### config.mk
export PLATFORM = sky130hd
export DESIGN_NAME = muldiv_hilo_unit
export DESIGN_NICKNAME = d
export VERILOG_FILES = /design/src/rtl/muldiv_pkg.sv /design/src/rtl/muldiv_hilo_unit_signfix.sv /design/src/rtl/muldiv_hilo_unit.sv
export SDC_FILE = /design/constraint.sdc
export NUM_CORES = 1
export LEC_CHECK = 0
export BUFFER_PORTS_ARGS = -buffer_cell sky130_fd_sc_hd__buf_2
export CAP_MARGIN = 10
export CORE_UTILIZATION = 60
export DETAILED_ROUTE_END_ITERATION = 6
export MAX_ROUTING_LAYER = met4
export PLACE_DENSITY = 0.79
export RECOVER_POWER = 100
export REMOVE_ABC_BUFFERS = 1
export SYNTH_ARGS = -nofsm -noshare
export SYNTH_HDL_FRONTEND = slang
export SYNTH_HIERARCHICAL = 1
export SYNTH_SLANG_ARGS = --single-unit
### constraint.sdc
create_clock -name clk -period 4.1 [get_ports clk]
set_input_delay 0.41 -clock clk [delete_from_list [all_inputs] [get_ports clk]]
set_output_delay 0.41 -clock clk [all_outputs]
set_load 0.1 [all_outputs]
### src/rtl/muldiv_pkg.sv
// Shared definitions for the iterative multiply/divide unit: operation and
// state encodings, datapath width and the divide-by-zero quotient value.
package muldiv_pkg;

   localparam int WIDTH = 32;

   localparam logic [1:0] OP_MULT  = 2'b00;
   localparam logic [1:0] OP_MULTU = 2'b01;
   localparam logic [1:0] OP_DIV   = 2'b10;
   localparam logic [1:0] OP_DIVU  = 2'b11;

   localparam logic [WIDTH-1:0] DIV0_LO = 32'hFFFF_FFFF;

   typedef enum logic [1:0] {
      ST_IDLE = 2'd0,
      ST_CALC = 2'd1,
      ST_SIGN = 2'd2
   } state_t;

   // MULT and DIV are the signed flavours; they run on magnitudes.
   function automatic logic is_signed_op(input logic [1:0] op);
      return (op == OP_MULT) || (op == OP_DIV);
   endfunction

   // Magnitude of a two's-complement value when en is set, raw bits otherwise.
   function automatic logic [WIDTH-1:0] mag_of(input logic [WIDTH-1:0] v, input logic en);
      return (en && v[WIDTH-1]) ? (~v + 1'b1) : v;
   endfunction

endpackage

### src/rtl/muldiv_hilo_unit_signfix.sv
// Final correction of the unsigned iteration result: two's-complement fixup
// for MULT/DIV and the divide-by-zero override, producing the HI/LO values.
module muldiv_signfix
   import muldiv_pkg::*;
(
   input  logic [2*WIDTH-1:0] i_raw,
   input  logic [1:0]         i_op,
   input  logic               i_sign_a,
   input  logic               i_sign_b,
   input  logic               i_div0,
   input  logic [WIDTH-1:0]   i_a_raw,
   output logic [WIDTH-1:0]   o_hi,
   output logic [WIDTH-1:0]   o_lo
);

   logic [2*WIDTH-1:0] w_neg_prod;
   logic [WIDTH-1:0]   w_neg_quot;
   logic [WIDTH-1:0]   w_neg_rem;

   assign w_neg_prod = ~i_raw + 1'b1;
   assign w_neg_quot = ~i_raw[WIDTH-1:0] + 1'b1;
   assign w_neg_rem  = ~i_raw[2*WIDTH-1:WIDTH] + 1'b1;

   // Select the corrected HI/LO pair for the finished operation.
   always_comb begin
      o_hi = i_raw[2*WIDTH-1:WIDTH];
      o_lo = i_raw[WIDTH-1:0];
      case (i_op)
         OP_MULT: begin
            if (i_sign_a ^ i_sign_b) begin
               o_hi = w_neg_prod[2*WIDTH-1:WIDTH];
               o_lo = w_neg_prod[WIDTH-1:0];
            end
         end
         OP_DIV: begin
            // Quotient sign follows the operand signs, remainder follows the dividend.
            if (i_sign_a ^ i_sign_b) o_lo = w_neg_quot;
            if (i_sign_a)            o_hi = w_neg_rem;
         end
         OP_MULTU, OP_DIVU: begin
         end
         default: begin
         end
      endcase
      // Divide by zero reports all-ones quotient and the untouched dividend bits.
      if (i_op[1] && i_div0) begin
         o_lo = DIV0_LO;
         o_hi = i_a_raw;
      end
   end

endmodule

### src/rtl/muldiv_hilo_unit.sv
// Iterative multiply/divide unit owning HI/LO. One operand bit per cycle for
// 32 cycles in CALC, one SIGN cycle for fixup, then HI/LO are written.
// Handshake: start is a level sampled only while busy=0; an accepted start
// holds busy high for 33 cycles, after which done pulses for exactly one cycle
// with HI/LO already updated; a start in that done cycle is accepted.
module muldiv_hilo_unit #(
   parameter int WIDTH = 32,
   parameter int ITER  = 32
) (
   input  logic             clk,
   input  logic             reset,
   input  logic             start,
   input  logic [1:0]       op,
   input  logic [WIDTH-1:0] A,
   input  logic [WIDTH-1:0] B,
   input  logic             mthi,
   input  logic             mtlo,
   input  logic [WIDTH-1:0] wdata,
   input  logic             flush,
   output logic             busy,
   output logic             done,
   output logic [WIDTH-1:0] HI,
   output logic [WIDTH-1:0] LO,
   output logic [1:0]       dbg_state
);

   import muldiv_pkg::*;

   state_t           r_state;
   logic [4:0]       r_cnt;
   logic [1:0]       r_op;
   logic             r_sign_a;
   logic             r_sign_b;
   logic             r_b_zero;
   logic [WIDTH-1:0] r_a_raw;
   logic [WIDTH-1:0] r_mag_a;
   logic [WIDTH-1:0] r_mag_b;
   logic [WIDTH-1:0] r_acc_hi;
   logic [WIDTH-1:0] r_acc_lo;
   logic [WIDTH-1:0] r_hi;
   logic [WIDTH-1:0] r_lo;
   logic             r_done;

   logic             w_is_div;
   logic             w_sgn;
   logic [WIDTH:0]   w_mul_sum;
   logic [WIDTH:0]   w_div_shift;
   logic [WIDTH-1:0] w_div_diff;
   logic             w_div_ge;
   logic [WIDTH-1:0] w_nxt_hi;
   logic [WIDTH-1:0] w_nxt_lo;
   logic [WIDTH-1:0] w_fix_hi;
   logic [WIDTH-1:0] w_fix_lo;

   // Multiply: accumulator {acc_hi, acc_lo} shifts right, multiplier bits leave
   // from acc_lo[0] while product bits enter at the top.
   // Divide: acc_lo shifts dividend bits out and quotient bits in; acc_hi is
   // the partial remainder, restored when the trial subtraction would borrow.
   assign w_is_div    = r_op[1];
   assign w_mul_sum   = {1'b0, r_acc_hi} + (r_acc_lo[0] ? {1'b0, r_mag_a} : '0);
   assign w_div_shift = {r_acc_hi, r_acc_lo[WIDTH-1]};
   assign w_div_ge    = (w_div_shift >= {1'b0, r_mag_b});
   assign w_div_diff  = w_div_shift[WIDTH-1:0] - r_mag_b;
   assign w_nxt_hi    = w_is_div ? (w_div_ge ? w_div_diff : w_div_shift[WIDTH-1:0])
                                 : w_mul_sum[WIDTH:1];
   assign w_nxt_lo    = w_is_div ? {r_acc_lo[WIDTH-2:0], w_div_ge}
                                 : {w_mul_sum[0], r_acc_lo[WIDTH-1:1]};
   assign w_sgn       = is_signed_op(op);

   muldiv_signfix u_signfix (
      .i_raw    ({r_acc_hi, r_acc_lo}),
      .i_op     (r_op),
      .i_sign_a (r_sign_a),
      .i_sign_b (r_sign_b),
      .i_div0   (r_b_zero),
      .i_a_raw  (r_a_raw),
      .o_hi     (w_fix_hi),
      .o_lo     (w_fix_lo)
   );

   // Control FSM, operand capture, iteration datapath and HI/LO ownership.
   always_ff @(posedge clk) begin
      if (reset) begin
         r_state  <= ST_IDLE;
         r_cnt    <= '0;
         r_op     <= '0;
         r_sign_a <= 1'b0;
         r_sign_b <= 1'b0;
         r_b_zero <= 1'b0;
         r_a_raw  <= '0;
         r_mag_a  <= '0;
         r_mag_b  <= '0;
         r_acc_hi <= '0;
         r_acc_lo <= '0;
         r_hi     <= '0;
         r_lo     <= '0;
         r_done   <= 1'b0;
      end else begin
         r_done <= 1'b0;
         case (r_state)
            ST_IDLE: begin
               if (start && !flush) begin
                  // start wins over a simultaneous MTHI/MTLO, which is dropped.
                  r_state  <= ST_CALC;
                  r_cnt    <= 5'(ITER - 1);
                  r_op     <= op;
                  r_sign_a <= w_sgn & A[WIDTH-1];
                  r_sign_b <= w_sgn & B[WIDTH-1];
                  r_b_zero <= (B == '0);
                  r_a_raw  <= A;
                  r_mag_a  <= mag_of(A, w_sgn);
                  r_mag_b  <= mag_of(B, w_sgn);
                  r_acc_hi <= '0;
                  r_acc_lo <= op[1] ? mag_of(A, w_sgn) : mag_of(B, w_sgn);
               end else begin
                  if (mthi) r_hi <= wdata;
                  if (mtlo) r_lo <= wdata;
               end
            end
            ST_CALC: begin
               if (flush) begin
                  r_state <= ST_IDLE;
               end else begin
                  r_acc_hi <= w_nxt_hi;
                  r_acc_lo <= w_nxt_lo;
                  if (r_cnt == 5'd0) r_state <= ST_SIGN;
                  else               r_cnt   <= r_cnt - 5'd1;
               end
            end
            ST_SIGN: begin
               r_state <= ST_IDLE;
               if (!flush) begin
                  r_hi   <= w_fix_hi;
                  r_lo   <= w_fix_lo;
                  r_done <= 1'b1;
               end
            end
            default: r_state <= ST_IDLE;
         endcase
      end
   end

   assign busy      = (r_state != ST_IDLE);
   assign done      = r_done;
   assign HI        = r_hi;
   assign LO        = r_lo;
   assign dbg_state = r_state;

endmodule

==> results of run 1 <==
## cell usage in the layout, fill, tap and decap left out, types with 16 or more instances in the layout
cell	instances
nor2_1	288
a21oi_1	244
dfxtp_1	234
nand2_1	216
a211oi_1	159
o21ai_0	106
buf_2	101
xor2_1	89
clkbuf_1	77
xnor2_1	75
nor3_1	73
ha_1	70
inv_1	58
mux2i_1	48
buf_4	44
nor2b_1	43
a21o_1	40
nand3_1	36
and2_1	35
clkbuf_16	29
o31ai_1	24
a22oi_1	22
nor4_1	18
a31oi_1	18
nand2b_1	16
or3_1	16
## metal layers
layer / global-route usage / vias to the layer above / routed length [um]
li1: - / 8364 / -
met1: 0.521 / 8249 / 24400
met2: 0.620 / 876 / 26100
met3: 0.0567 / 163 / 4710
met4: 0.183 / 0 / 2620
met5: - / - / 0
## worst max-delay path by stage
stage / from / to / cells after the start
2_1_floorplan: r_acc_hi[0] / r_acc_hi[26] / 10
5_1_grt: r_acc_lo[0] / r_acc_hi[29] / 14
3_3_place_gp: r_acc_hi[0] / r_acc_hi[29] / 13
6_report: dbg_state[1] / r_acc_lo[31] / 6
3_5_place_dp: r_acc_hi[0] / r_acc_hi[29] / 13
4_1_cts: r_acc_hi[0] / r_acc_hi[29] / 13
## power groups by stage
stage / registers (W) / logic, W / clock network [W]
6_report: 0.00260 / 0.00183 / 0.00276
5_1_grt: 0.00261 / 0.00196 / 0.00284
4_1_cts: 0.00259 / 0.00182 / 0.00276
3_5_place_dp: 0.00264 / 0.00181 / 0
3_3_place_gp: 0.00263 / 0.00179 / 0
2_1_floorplan: 0.00302 / 0.000894 / 0
## sequential cells by signal, indices dropped and copies added (netlist names)
name       cells
done           1
r_mag_b       32
r_acc_hi      32
r_cnt          5
r_sign_b       1
dbg_state      2
r_b_zero       1
LO            32
r_acc_lo      32
r_mag_a       31
r_sign_a       1
r_op           2
r_a_raw       32
HI            32
## worst register-to-register path, delay by kind of cell (launching register included)
family                 cells  cell delay, ns
buffers and inverters      1            1.48
AND/OR/NAND/NOR            2            0.65
flip-flops                 1            0.37
AO/OA/AOI/OAI              3            1.25
## metrics by stage
stage               setup slack (ns)  instances  hold WS, ns
finish                         0.175       2774        0.110
CTS                            0.408       2773        0.118
global placement               0.577       2722        0.444
floorplan                      -1.20       2120        0.430
detailed placement             0.427       2722        0.450
global route                 0.00160       2774        0.127
## layout make-up
cell class                 instances  area, um2
clock buffer                      41        861
clock inverter                    10        159
fill                            2511       8820
inverter                          58        218
multi-input combinational       1826      11300
sequential                       236       4730
tap                              378        473
timing repair buffer             225       1180
## logic make-up (layout without fill, tap and decap cells)
group | Yosys count | after routing | synth area share
xor+xnor | 165 | 165 | 0.0859
buf+inv | 202 | 334 | 0.0489
mux | 49 | 49 | 0.0291
flops | 236 | 236 | 0.279
fa+ha+maj | 72 | 72 | 0.0542
simple gates | 832 | 832 | 0.236
compound gates | 708 | 708 | 0.266
## repair_timing
| item | CTS | global route |
|---|---|---|
| hold buffers | 0 | 0 |
| resized for setup | 0 | 1 |
| buffers inserted | 0 | 0 |
| endpoints found under the setup margin | 0 | 1 |
==> run metrics, run 1 <==
status complete, but fails checks; failing checks max-capacitance violations, max-slew violations; largest net degree at the start of global routing 98; EDFF count, synth 0; mapped cell area 16900 um2; final wirelength 57700 um; DR iter-0 viols 1675; row cnt 61; LEAKAGE 7.77 nW; routed length per instance 20.8 um; post-synthesis sequential area ratio 0.279; top cell type's share of synthesized area 0.279; Critical Path RT 4.47 ns; Final setup viols 0; fin crit share 0.957; worst min path class in -> reg; critical path peak fanout 42; Util after Layout 0.682; Starting Density 0.609; H-tree depth 1; combinational power share 0.255; relative slew slack -0.661; Crit path max-delay family buffers and inverters; Yosys reg bits 236; power share of the clock group 0.384; DRT antenna net count 0; worst reg2reg path depth 6; reg2reg end r_acc_lo[31]; dpl hpwl 42900 um; port bufs 171; crit path max-delay cell type clkbuf_1; most frequent cell after synthesis nor2_1; grt ovf 0; fmax 255 MHz; clk root buf clkbuf_16; minimum clock period 3.93 ns; sw power 0.00251 W; worst-path cell chain or2_2, or2_2, o21ai_0, clkbuf_1, o21ai_0, a211oi_1; # nets final 2551; MaxCap Viol Count 6; Die Y 170 um; io pins 172; Warnings, synthesis 6; Critical Path AT 4.30 ns; die area 28900 um2; vias 17652; Buf/Inv on CP 1; clock buffer count from CTS 28; CP endpoint kind flop; sw frac 0.349; Die W 170 um; peak supply drop 320 uV; Clock Sinks 236; hold path depth 2; routed vias/inst 6.36; DRC viols 0; Bufs on Longest Clock Path 3; Setup Skew 0.0192 ns; Placer Congestion 0.995; drt pass-1 iters 5; Synth area leader dfxtp_1; Total Power 0.00718 W; reg2reg start dbg_state[1]; top area cells in the synthesized netlist dfxtp_1 (28%), a21oi_1 (7.2%), a211oi_1 (7.1%); Reg2Reg Setup Slack 0.17 ns; initial antenna violation count 1; Ant. Diodes 0; Primary FF master, synth dfxtp_1; Syn Inst Count 2264; P&R area growth vs syn 12.1%; layout cell share with drive strength beyond 1 0.100; Worst-Margin Slew 2.49 ns; WS Path Type reg -> reg; syn_area_per_cell 7.47 um2; Seq pwr share 0.361; Pwr Density 379 nW/um2; CTS tree done; Int Pwr 0.00468 W; first-pass GRT wire length 88900 um; final hold viol count 0; final slew viol count 393; WHS Endpoint done; RSZ-0062 raised after global routing false; post-route cell area 19000 um2; vias in the first global route 16315; post-synth cell types 87; HP Start flush; post-route setup TNS 0 ns; crit-path max cell delay 1.47 ns; dpl cell area 18100 um2; Synth top cells by count nor2_1 (290), a21oi_1 (244), dfxtp_1 (236), nand2_1 (217), a211oi_1 (159); clk_lat worst skew 0.56 ns; Core Area 27800 um2; ys async rst share 0; Setup crit start kind flop; clock transition at the registers of the reported paths 0.06 ns; gr usage total 0.402
Note: power is estimated with default switching activity, not from simulation.
==> run 2, diff against run 1 <==
CTS_BUF_LIST = sky130_fd_sc_hd__clkbuf_8   (was default)
==> run metrics, run 2 (synthesized netlist as in run 1, its figures left out) <==
Die Y 170 um (unchanged); worst-path cell chain clkbuf_1, or4_4, nor4_2, nor4b_1, and2_0, a21oi_1, xor2_1, nor2_1, a21oi_1, a21oi_1, nor3_1; Bufs on Longest Clock Path 3 (unchanged); CTS tree done; MaxCap Viol Count 6 (unchanged); RSZ-0062 raised after global routing false; met3 Use GR 0.0672 (+0.0105); final hold viol count 0 (unchanged); clk_lat worst skew 0.57 ns (about the same); Critical Path AT 4.30 ns (about the same); WS Path Type in -> reg; Setup Skew 0.0259 ns (+0.00667 ns); crit-path max cell delay 1.19 ns (-0.28 ns); # nets final 2564 (+0.51%); Placer Congestion 0.995 (unchanged); minimum clock period 3.82 ns (-0.110 ns); P&R area growth vs syn 10.6%; crit path max-delay cell type nor4b_1; M1 GR Usage 0.518 (-0.00377); Setup crit start kind primary input; GR Util met2 0.621 (about the same); final slew viol count 393 (unchanged); Final setup viols 0 (unchanged); DRT antenna net count 0 (unchanged); Core Area 27800 um2 (unchanged); vias in the first global route 16393 (+0.48%); Worst-Margin Slew 2.52 ns (+0.0288 ns); row cnt 61 (unchanged); vias 17755 (+0.58%); Starting Density 0.609 (unchanged); die area 28900 um2 (unchanged); Critical Path RT 4.58 ns (+0.11 ns); Pwr Density 349 nW/um2 (-8.0%); io pins 172 (unchanged); DRC viols 0 (unchanged); status complete, but fails checks; peak supply drop 264 uV (-17%); failing checks max-capacitance violations, max-slew violations; fmax 262 MHz (+2.9%); grt ovf 0 (unchanged); fin crit share 0.931 (-0.0268); DR iter-0 viols 1633 (-2.5%); Die W 170 um (unchanged); FILL cells 2542 (+1.2%); CP endpoint kind flop; first-pass GRT wire length 89200 um (+0.28%); routed vias/inst 6.37 (+0.11%); GRT Max-Usage Layer met2; post-CTS setup buffers 0 (unchanged); post-route setup TNS 0 ns (unchanged); clock transition at the registers of the reported paths 0.06 ns (about the same); port bufs 171 (unchanged); H-tree depth 2 (+1); Ant. Diodes 0 (unchanged); clk root buf clkbuf_8; commonest cells after routing, fill and taps aside nor2_1 (287), a21oi_1 (244), dfxtp_1 (235); register area 4730 um2 (about the same); non-filler cells, final 2787 (+0.47%); layout cell share with drive strength beyond 1 0.103 (+0.00278); largest net degree at the start of global routing 98 (unchanged); multi-input combinational cell area 11400 um2 (+0.18%); dpl hpwl 42900 um (unchanged); gr usage total 0.404 (+0.00171); Clock Sinks 236 (unchanged); most used cell, CP a21oi_1; routed length per instance 20.7 um (-0.76%); LEAKAGE 7.71 nW (-0.80%); initial antenna violation count 0 (-1); placed cell count 2722 (unchanged); relative slew slack -0.680 (-0.0192); final wirelength 57600 um (-0.30%); commonest non-fill, non-tap cell in the layout nor2_1; clock buffer count from CTS 42 (+50%); drt pass-1 iters 6 (+1); critical path peak fanout 5 (-88%); worst min path class in -> reg
-- run 2: worst paths after layout --
path	slack, ns	start	endpoint	cells past startpoint
max	0.28	B[10]	r_acc_lo[20]	11
min reg2reg	0.46	r_a_raw[4]	r_a_raw[4]	2
min	0.12	A[5]	r_a_raw[5]	3
max reg2reg	0.37	r_acc_hi[0]	r_acc_hi[26]	11
-- run 2: layout make-up --
| type | count | area share |
|---|---|---|
| well taps | 378 | 0.0253 |
| multi-input cells | 1826 | 0.608 |
| clock inverters | 14 | 0.00301 |
| inverters | 58 | 0.0116 |
| repair buffers | 224 | 0.0622 |
| clock buffers | 51 | 0.0375 |
| flip-flops and latches | 236 | 0.253 |
-- run 2: timing repair --
item                                    CTS  global route
resized for setup                         0             1
endpoints found under the hold margin     0             0
hold buffers                              0             0
endpoints found under the setup margin    0             1
-- run 2: per-stage QoR --
step,hold WS (ns),instance area (um2),util,setup slack [ns],total power (W)
5_1_grt,0.117,18700,0.673,0.0908,0.00679
3_3_place_gp,0.444,18100,0.651,0.577,0.00442
6_report,0.123,18700,0.673,0.284,0.00652
4_1_cts,0.104,18800,0.678,0.414,0.00653
3_5_place_dp,0.450,18100,0.651,0.427,0.00445
2_1_floorplan,0.430,16300,-,-1.20,0.00391
-- run 2: power by group --
part / switching [W] / internal, W / total (W) / leakage (nW)
logic: 0.00130 / 0.000526 / 0.00182 / 5.33
clock network: 0.000997 / 0.00110 / 0.00210 / 0.437
registers: 0.000144 / 0.00245 / 0.00260 / 1.94
-- run 2: worst max-delay path, delay by kind of cell --
family | cells | cell delay, ns
xor gates and xnor gates | 1 | 0.39
and+or+nand+nor | 6 | 2.97
AOI/OAI and AO/OA | 3 | 0.40
buffers and inverters | 1 | 0.11
-- run 2: per-layer routing --
layer | wire length (um) | vias to the layer above | part of all wire
li1 | - | 8394 | -
met1 | 24100 | 8341 | 0.42
met2 | 26000 | 860 | 0.45
met3 | 4970 | 160 | 0.086
met4 | 2510 | 0 | 0.044
met5 | 0 | - | 0
==> run 3, diff against run 2 <==
CORE_UTILIZATION = 56   (was 60)
PLACE_DENSITY = 0.77   (was 0.79)
SYNTH_HIERARCHICAL = default   (was 1)
clock period = 3.3 ns   (was 4.1 ns; I/O delays follow)
==> run metrics, run 3 <==
Synth area leader dfxtp_1; critical path peak fanout 7 (+2); DR iter-0 viols 1898 (+16%); row cnt 62 (+1.6%); routed length per instance 21.6 um (+4.6%); placed cell count 2746 (+0.88%); Primary FF master, synth dfxtp_1; crit path max-delay cell type or4_1; Final setup viols 0 (unchanged); LEAKAGE 7.66 nW (-0.68%); Die Y 175 um (+3.0%); fmax 305 MHz; Synth top cells by count nand2_1 (269), a21oi_1 (236), dfxtp_1 (236), nor2_1 (222), clkbuf_1 (135); crit-path max cell delay 0.71 ns (-0.48 ns); CP endpoint kind flop; P&R area growth vs syn 14.1%; clk_lat worst skew 0.57 ns (about the same); grt ovf 0 (unchanged); status complete, but fails checks; CTS tree done; largest net degree at the start of global routing 97 (-1.0%); register area 4730 um2 (unchanged); non-filler cells, final 2824 (+1.3%); multi-input combinational cell area 11200 um2 (-1.4%); DRC viols 0 (unchanged); relative slew slack -0.252 (+0.429); Core Area 29100 um2 (+4.7%); Yosys reg bits 236 (unchanged); vias 18227 (+2.7%); mapped cell area 16700 um2 (-0.98%); layout cell share with drive strength beyond 1 0.128 (+0.0253); Starting Density 0.576 (-0.0331); WS Path Type reg -> reg; die area 30600 um2 (+6.0%); final hold viol count 0 (unchanged); worst-path cell chain or4_1, nor3_2, and3_1, a31oi_1, xnor2_2, buf_4, o221ai_1, a21oi_1; Critical Path RT 3.79 ns (-0.79 ns); dpl cell area 18300 um2 (+1.0%); commonest cells after routing, fill and taps aside nand2_1 (268), dfxtp_1 (235), a21oi_1 (235); commonest non-fill, non-tap cell in the layout nand2_1; Buf/Inv on CP 1 (unchanged); post-synth cell types 82 (-5.7%); Setup Skew 0.0255 ns (-0.000460 ns); Pwr Density 448 nW/um2 (+28%); first-pass GRT wire length 92500 um (+3.8%); vias in the first global route 16933 (+3.3%); Critical Path AT 3.77 ns (-0.53 ns); post-route setup TNS 0 ns (unchanged); Die W 175 um (+3.0%); DR top layer met4; Setup crit start kind flop; clock transition at the registers of the reported paths 0.07 ns (about the same); metal3 WL 5500 um (+10%); clk root buf clkbuf_8; Worst-Margin Slew 1.88 ns (-0.643 ns); top area cells in the synthesized netlist dfxtp_1 (28%), a21oi_1 (7.1%), nand2_1 (6.0%); drt pass-1 iters 6 (unchanged); Clock Sinks 236 (unchanged); FILL cells 2692 (+5.9%); top cell type's share of synthesized area 0.282 (+0.00276); peak supply drop 381 uV (+44%); io pins 172 (unchanged); Bufs on Longest Clock Path 3 (unchanged); initial antenna violation count 0 (unchanged); ys async rst share 0 (unchanged); met2 WL post-DR 27000 um (+4.1%); final slew viol count 97 (-75%); Placer Congestion 1.05 (+5.1%); failing checks max-capacitance violations, max-slew violations; # nets final 2583 (+0.74%); Ant. Diodes 0 (unchanged); post-synthesis sequential area ratio 0.282 (+0.00276); clock buffer count from CTS 43 (+2.4%); EDFF count, synth 0 (unchanged); dpl hpwl 46200 um (+7.8%); fin crit share 0.993; routed vias/inst 6.45 (+1.3%); minimum clock period 3.28 ns; MaxCap Viol Count 1 (-5); post-route cell area 19100 um2 (+2.2%); syn_area_per_cell 7.45 um2 (-0.27%); Syn Inst Count 2248 (-0.71%); most frequent cell after synthesis nand2_1; H-tree depth 2 (unchanged); Warnings, synthesis 0 (-6); met1 wire length 24800 um (+2.7%); DRT antenna net count 0 (unchanged); final wirelength 61000 um (+6.0%); worst min path class in -> reg; Crit path max-delay family simple AND/OR/NAND/NOR gates; port bufs 171 (unchanged); gr usage total 0.398 (-0.00636)
==> run 3: what timing repair did <==
action / CTS / global route
hold buffers: 0 / 0
gates resized for setup: 2 / 15
endpoints found under the setup margin: 3 / 26
setup buffers: 0 / 0
pin swaps: 0 / 2
cloned: 0 / 0
==> run 3: cell type report <==
| type | instances | area share |
|---|---|---|
| tap | 384 | 0.0252 |
| clock buffer | 58 | 0.0418 |
| clock inverter | 20 | 0.00747 |
| inverter | 67 | 0.0132 |
| timing repair buffer | 269 | 0.0787 |
| sequential | 236 | 0.247 |
| multi-input combinational | 1790 | 0.586 |
==> run 3: power by group <==
part           switching [W]  total, W  internal (W)
Clock                0.00131   0.00304       0.00172
Sequential          0.000148   0.00318       0.00303
Combinational        0.00163   0.00234      0.000712
==> run 3: worst paths after layout <==
| path | startpoint | to | slack (ns) | depth (start not counted) |
|---|---|---|---|---|
| max reg2reg | r_acc_lo[6] | LO[31] | 0.02 | 8 |
| min | A[28] | r_a_raw[28] | 0.05 | 3 |
| max | r_acc_lo[6] | LO[31] | 0.02 | 8 |
| min reg2reg | LO[29] | LO[29] | 0.45 | 2 |
==> run 3: logic make-up (layout without fill, tap and decap cells) <==
| kind of cell | after synthesis | after routing | synth area share |
|---|---|---|---|
| mux | 56 | 56 | 0.0342 |
| compound gates | 708 | 708 | 0.270 |
| simple gates | 783 | 783 | 0.218 |
| flops | 236 | 236 | 0.282 |
| fa+ha+maj | 72 | 72 | 0.0547 |
| buf+inv | 222 | 414 | 0.0515 |
| xor+xnor | 171 | 171 | 0.0894 |
==> run 3: per-layer routing <==
| layer | vias up | GRT usage |
|---|---|---|
| li1 | 8442 | - |
| met1 | 8513 | 0.496 |
| met2 | 1057 | 0.613 |
| met3 | 215 | 0.0631 |
| met4 | 0 | 0.219 |
| met5 | - | - |
==> run 3: per-stage QoR <==
step	hold WS (ns)	worst slack (ns)	total power, W	utilization
floorplan	0.395	-5.92	0.00477	-
global placement	0.437	-0.184	0.00548	0.628
detailed placement	0.441	-0.188	0.00552	0.628
CTS	0.0264	0.0551	0.00852	0.661
global route	0.0380	-0.0533	0.00887	0.657
finish	0.0451	0.0227	0.00856	0.657
==> run 3: worst reg2reg max path: stages (launching register included) <==
cell	delay, ns
dfxtp_1	0.39
or4_1	0.71
nor3_2	0.28
and3_1	0.40
a31oi_1	0.40
xnor2_2	0.56
buf_4	0.22
o221ai_1	0.10
a21oi_1	0.15
